[config.mk]
export PLATFORM = sky130hd
export DESIGN_NAME = serial_add_ctrl
export DESIGN_NICKNAME = d
export VERILOG_FILES = /design/src/rtl/serial_add_ctrl.sv
export SDC_FILE = /design/constraint.sdc
export NUM_CORES = 1
export LEC_CHECK = 0
export BUFFER_PORTS_ARGS = -buffer_cell sky130_fd_sc_hd__buf_2
export CAP_MARGIN = 15
export CORE_ASPECT_RATIO = 0.5
export CORE_MARGIN = 1.5
export CORE_UTILIZATION = 50
export DETAILED_ROUTE_END_ITERATION = 10
export GPL_TIMING_DRIVEN = 0
export PLACE_DENSITY = 0.73
export SLEW_MARGIN = 20
export SYNTH_ARGS = -nofsm -noshare
export SYNTH_HDL_FRONTEND = slang
export SYNTH_SLANG_ARGS = --single-unit
[constraint.sdc]
create_clock -name clk -period 4.7 [get_ports clk]
set_input_delay 0.94 -clock clk [delete_from_list [all_inputs] [get_ports clk]]
set_output_delay 0.94 -clock clk [all_outputs]
set_load 0.01 [all_outputs]
[src/rtl/serial_add_ctrl.sv]
// Digit-serial adder sequencer: adds two WIDTH-bit operands DIGIT bits per cycle,
// carrying between digits through a register, with a start/busy/done handshake.
module serial_add_ctrl #(
    parameter int WIDTH = 16,
    parameter int DIGIT = 4
) (
    input  logic             clk,
    input  logic             rst,
    input  logic             start,
    input  logic [WIDTH-1:0] a,
    input  logic [WIDTH-1:0] b,
    input  logic             cin,
    output logic             busy,
    output logic             done,
    output logic [WIDTH-1:0] sum,
    output logic             cout,
    output logic             ovf
);

    localparam int N  = WIDTH / DIGIT;
    localparam int CW = (N > 1) ? $clog2(N) : 1;

    typedef enum logic [1:0] {
        S_IDLE = 2'd0,
        S_RUN  = 2'd1,
        S_DONE = 2'd2
    } state_t;

    state_t           r_state;
    state_t           w_state_next;
    logic [CW-1:0]    r_cnt;
    logic             r_carry;
    logic [WIDTH-1:0] r_a;
    logic [WIDTH-1:0] r_b;
    logic [DIGIT-1:0] w_s;
    logic [DIGIT:0]   w_c;
    logic [WIDTH-1:0] w_ps_next;
    logic             w_accept;
    logic             w_last;

    assign w_accept = start && ((r_state == S_IDLE) || (r_state == S_DONE));
    assign w_last   = (r_cnt == CW'(N - 1));

    always_ff @(posedge clk) begin
        if (rst) begin
            r_state <= S_IDLE;
        end else begin
            r_state <= w_state_next;
        end
    end

    always_comb begin
        w_state_next = r_state;
        busy         = 1'b0;
        done         = 1'b0;
        case (r_state)
            S_IDLE: begin
                if (start) w_state_next = S_RUN;
            end
            S_RUN: begin
                busy = 1'b1;
                if (w_last) w_state_next = S_DONE;
            end
            S_DONE: begin
                done         = 1'b1;
                w_state_next = start ? S_RUN : S_IDLE;
            end
            default: w_state_next = S_IDLE;
        endcase
    end

    // One digit of propagate/generate ripple; c_0 comes from the carry register
    always_comb begin
        w_c    = '0;
        w_s    = '0;
        w_c[0] = r_carry;
        for (int i = 0; i < DIGIT; i++) begin
            w_s[i]   = r_a[i] ^ r_b[i] ^ w_c[i];
            w_c[i+1] = (r_a[i] & r_b[i]) | ((r_a[i] | r_b[i]) & w_c[i]);
        end
    end

    // Only the upper WIDTH-DIGIT partial-sum bits need storing; the newest digit
    // is still combinational when the result is captured.
    generate
        if (DIGIT == WIDTH) begin : g_single
            assign w_ps_next = w_s;
        end else begin : g_multi
            logic [WIDTH-DIGIT-1:0] r_ps;
            always_ff @(posedge clk) begin
                if (rst) begin
                    r_ps <= '0;
                end else if (r_state == S_RUN) begin
                    r_ps <= w_ps_next[WIDTH-1:DIGIT];
                end
            end
            assign w_ps_next = {w_s, r_ps};
        end
    endgenerate

    always_ff @(posedge clk) begin
        if (rst) begin
            r_a     <= '0;
            r_b     <= '0;
            r_carry <= 1'b0;
            r_cnt   <= '0;
            sum     <= '0;
            cout    <= 1'b0;
            ovf     <= 1'b0;
        end else if (w_accept) begin
            r_a     <= a;
            r_b     <= b;
            r_carry <= cin;
            r_cnt   <= '0;
        end else if (r_state == S_RUN) begin
            r_a     <= r_a >> DIGIT;
            r_b     <= r_b >> DIGIT;
            r_carry <= w_c[DIGIT];
            r_cnt   <= r_cnt + CW'(1);
            if (w_last) begin
                sum  <= w_ps_next;
                cout <= w_c[DIGIT];
                ovf  <= w_c[DIGIT] ^ w_c[DIGIT-1];
            end
        end
    end

endmodule

# ---- Word-level counts from Yosys, hierarchy flattened
# Index checks and enable logic that the tools add are counted.
# W data, S select, Z words.
dict set report totals {
  regBits 67
}
dict set report op_classes {
  n_bitwise 26
  n_reduce_logical 7
  add_sub_neg 1
  n_mux 12
  n_eq_ne 5
}
# operator n
set op_table {}
lappend op_table {{$mux W16} 4}
lappend op_table {{$xor A1 B1 Y1} 9}
lappend op_table {{$and A1 B1 Y1} 8}
lappend op_table {{$or A1 B1 Y1} 8}
lappend op_table {{$pmux W2 S3} 1}
lappend op_table {{$mux W1} 5}
lappend op_table {{$eq A2 B2 Y1 const B} 2}
lappend op_table {{$mux W2} 2}
lappend op_table {{$ne A2 B2 Y1 const B} 2}
lappend op_table {{$reduce_and A3 Y1} 1}
lappend op_table {{$add A2 B1 Y2 const B} 1}
lappend op_table {{$eq A2 B1 Y1 const B} 1}
lappend op_table {{$logic_not A2 Y1} 1}
lappend op_table {{$reduce_and A2 Y1} 1}
lappend op_table {{$reduce_bool A2 Y1} 1}
lappend op_table {{$reduce_or A2 Y1} 1}
lappend op_table {{$logic_and A1 B1 Y1} 1}
lappend op_table {{$logic_or A1 B1 Y1} 1}
lappend op_table {{$not A1 Y1} 1}

# ---- Longest topological paths before layout
dict set report depth {
  depth_word 11
  mapped_depth 7
  depth_no_buf 7
}

# ---- Worst setup path after synthesis
# Ideal clock, no wire load.
dict set report synth_timing {
  path_type {flip-flop to flip-flop}
  start {register r_carry}
  end {register g_multi.r_ps[11]}
  stages_incl_launch_ff 7
  slack_ps 2647
  required_time_ps 4614
  n_path_buf 0
  setup_time_ps 86
  arrival_ps 1968
  cell_sequence {dfxtp_1 fa_1 fa_1 inv_1 fa_1 fa_1 a211oi_1}
}
dict set report synth_via {
  elab_chain_cells 7
}
# item line
set synth_lines {}
lappend synth_lines {{start, declared} 32} ;# logic r_carry;
lappend synth_lines {{start signal, assigned} 113} ;# r_carry <= cin;
lappend synth_lines {{start signal, assigned} 118} ;# r_carry <= w_c[DIGIT];
lappend synth_lines {{$and A1 B1 Y1} 79} ;# w_c[i+1] = (r_a[i] & r_b[i]) | ((r_a[i] | r_b[i]) & w_c[i]);
lappend synth_lines {{$or A1 B1 Y1} 79}
lappend synth_lines {{$and A1 B1 Y1} 79}
lappend synth_lines {{$or A1 B1 Y1} 79}
lappend synth_lines {{$and A1 B1 Y1} 79}
lappend synth_lines {{$or A1 B1 Y1} 79}
lappend synth_lines {{$xor A1 B1 Y1} 78} ;# w_s[i] = r_a[i] ^ r_b[i] ^ w_c[i];
lappend synth_lines {{end signal, assigned} 94} ;# r_ps <= w_ps_next[WIDTH-1:DIGIT];
lappend synth_lines {{end, declared} 89} ;# logic [WIDTH-DIGIT-1:0] r_ps;
# Every way passes these cells.
# A chain may end at the register's enable or synchronous reset.

# ---- Worst setup path after layout
dict set report layout_timing {
  start {register r_state[0]}
  end {output port busy}
}
dict set report layout_via {
  elab_chain_cells 2
}
# item line
set layout_lines {}
lappend layout_lines {{start, declared} 29} ;# state_t r_state;
lappend layout_lines {{start signal, assigned} 48} ;# r_state <= w_state_next;
lappend layout_lines {{$eq A2 B1 Y1} 56} ;# case (r_state)
lappend layout_lines {{$mux W1} 56}
lappend layout_lines {{end, declared} 13} ;# output logic busy,
# Every way passes these cells.

==> results.json <==
{
  "status": "completed",
  "nets": 416,
  "floorplan.initialDensity_pct": 52.89,
  "gp_congestion": 0.8538,
  "syn_area_per_cell_sq_um": 8.569,
  "grt-ovfl-total": 0,
  "drt_iter0_drc": 158,
  "r2r_start": "r_carry",
  "syn_nets": 351,
  "drt_pass1_iterations": 4,
  "fp.dieW_um": 106.1,
  "cts-root-buf": "clkbuf_8",
  "ys_seq_area_share_pct": 50.49,
  "insertedDiodeCount": 0,
  "final_cells": 450,
  "clock_sinks": 67,
  "cp.required_ps": 3760,
  "clock_skew_ps": 8.032,
  "grt_pass1_wl_um": 9694,
  "synth_area_leader_cell": "dfxtp_1",
  "final_cell_area_sq_um": 3278,
  "synth_cells": 310,
  "hold_path_class": "flip-flop to flip-flop",
  "synthTopCellsByArea": "dfxtp_1 (50%), nand2_1 (11%), a21oi_1 (7.9%)",
  "tightest_slew_ps": 597.3,
  "ioPinCount": 56,
  "port_buffers": 54,
  "vias_per_cell": 5.280,
  "syn-cell-area_sq_um": 2656,
  "grt_pass1_vias": 2062,
  "holdPathStages": 2,
  "cts_buffers": 9,
  "period_share_pct": 51.03,
  "fin_ws_ps": 2302,
  "maxCapViolations": 0,
  "antenna_found_initial": 0,
  "ir_drop_uv": 276.7,
  "clock_latency_ps": 350,
  "routed_wl_um": 6293,
  "ys_seq_elements": 67,
  "worstPathArrival_ps": 1460,
  "ant_nets": 0,
  "end_kind": "primary output",
  "wl_per_cell_um": 13.98,
  "min_to": "sum[7]",
  "vias": 2376,
  "yosysTopAreaCellShare_pct": 50.49,
  "place_ws_ps": 2488,
  "cp-start-kind": "flip-flop",
  "drc": 0,
  "synth_warnings": 0,
  "syn_to_final_growth_pct": 23.41,
  "drive_gt1_share_pct": 23.95,
  "synth.distinct_cells": 29,
  "grt_max_degree": 13,
  "p_leak_uw": 0.001304,
  "die_area_sq_um": 5786,
  "rsz0062_at_grt": "no",
  "setup_violations": 0,
  "critPathMaxFanout": 10,
  "max_freq_mhz": 417.0,
  "clk_pin_slew_ps": 70,
  "relSlewSlack_pct": 60.18,
  "cts_buffer_depth": 2,
  "hpwl_um": 4405,
  "cts_post_setup_buffers_inserted": 0,
  "reg2reg_depth": 6,
  "hold_viol": 0,
  "htree_levels": 3,
  "min_period_ps": 2398,
  "placed_cells": 434,
  "cts_tree": "built",
  "place_area_sq_um": 3014,
  "fin_hold_ws_ps": 452.3,
  "drv_slew": 0,
  "min-delay-start": "sum[7]",
  "fp.dieH_um": 54.54,
  "cts_hold_buf": 0,
  "grt_usage_pct": 22.93,
  "cellPowerDensity_nw_per_um2": 422.8,
  "placementRows": 18,
  "reg2reg_slack_ps": 2480,
  "r2r_end": "g_multi.r_ps[11]",
  "post_cts_resize_count": 0,
  "finalSetupTns_ps": 0,
  "core_area_sq_um": 5022,
  "crit_type": "flip-flop to primary output"
}
[metrics by stage]
| stage | utilization (%) | power [uW] |
|---|---|---|
| finish | 65.27 | 1386 |
| detailed placement | 60.01 | 757.4 |
| global route | 65.27 | 1427 |
| floorplan | - | 711.6 |
| CTS | 65.27 | 1387 |
| global placement | 60.01 | 753.6 |
[worst max-delay path by stage]
| stage | cells past startpoint | slack (ps) | from | end |
|---|---|---|---|---|
| finish | 5 | 2300 | r_state[0] | busy |
| global placement | 6 | 2520 | r_carry | sum[15] |
| floorplan | 6 | 2650 | r_carry | g_multi.r_ps[11] |
| CTS | 5 | 2310 | r_state[0] | busy |
| global route | 5 | 2230 | r_state[0] | busy |
| detailed placement | 6 | 2490 | r_carry | g_multi.r_ps[11] |
[Yosys cell counts]
master and count:
a2bb2oi_1 1, buf_6 2, o21a_1 1, clkinv_4 1
ha_1 1, a311oi_1 10, dfxtp_1 67, buf_4 3
a21oi_1 42, buf_1 2, nand2b_1 2, buf_2 15
nor3_1 7, xnor2_1 2, and3b_1 1, nand3b_1 1
o22ai_1 1, nor2b_1 1, a211oi_1 6, nor2_1 19
a311oi_2 1, mux2i_1 4, and2b_1 1, nand2_1 75
nand3_1 18, a22oi_1 12, fa_1 4, clkbuf_1 5
inv_1 5
[area by class of cell]
cell class / instances / area (sq um)
Sequential cell: 67 / 1341
Tap cell: 70 / 87.58
Inverter: 6 / 27.53
Clock buffer: 10 / 127.6
Clock inverter: 6 / 136.4
Timing Repair Buffer: 54 / 270.3
Buffer: 27 / 146.4
Multi-Input combinational cell: 210 / 1141
Fill cell: 438 / 1744
[report_power, final]
group          internal (uW)  switching [uW]  total, uW
clock                    408             231        639
combinational           54.7            79.5        134
sequential               595            17.5        612
total                   1060             328       1390
[logic make-up (layout without fill, tap and decap cells)]
family	after synthesis	in the layout	synth area share, %
AND/OR/NAND/NOR	125	125	19.60
buffers and inverters	33	103	6.547
adder cells (fa/ha/maj)	5	5	3.486
flip-flops	67	67	50.49
multiplexers	4	4	1.507
AO/OA/AOI/OAI	74	74	17.71
XOR/XNOR	2	2	0.6596
[flip-flops by register name (all words and copies together), names as in the netlist]
signal and count:
cout 1, r_cnt 2, sum 16, ovf 1
r_carry 1, r_b 16, r_a 16, g_multi.r_ps 12
r_state 2
[critical path, cell delays in order, from the launching register on]
cell      delay, ps
dfxtp_1         410
nand2b_1         90
buf_6           140
clkinv_4         70
buf_2           220
buf_2           170
[placed cells by master, fill, tap and decap left out, drive strengths merged]
master,instances
buf,76
nand2,75
dfxtp,67
a21oi,42
nor2,19
nand3,18
clkbuf,15
a22oi,12
a311oi,11
nor3,7
a211oi,6
inv,6
mux2i,4
fa,4
bufinv,4
nand2b,2
xnor2,2
clkinv,1
and2b,1
nor2b,1
and3b,1
nand3b,1
o21a,1
a2bb2oi,1
o22ai,1
ha,1
clkinvlp,1
[per-layer routing]
metal | wire (um) | GRT usage [%]
met2 | 2873 | 37.66
met5 | 0 | 0
met1 | 2962 | 29.26
met3 | 396 | 5.714
met4 | 60 | 11.26
Note: power is estimated with default switching activity, not from simulation.
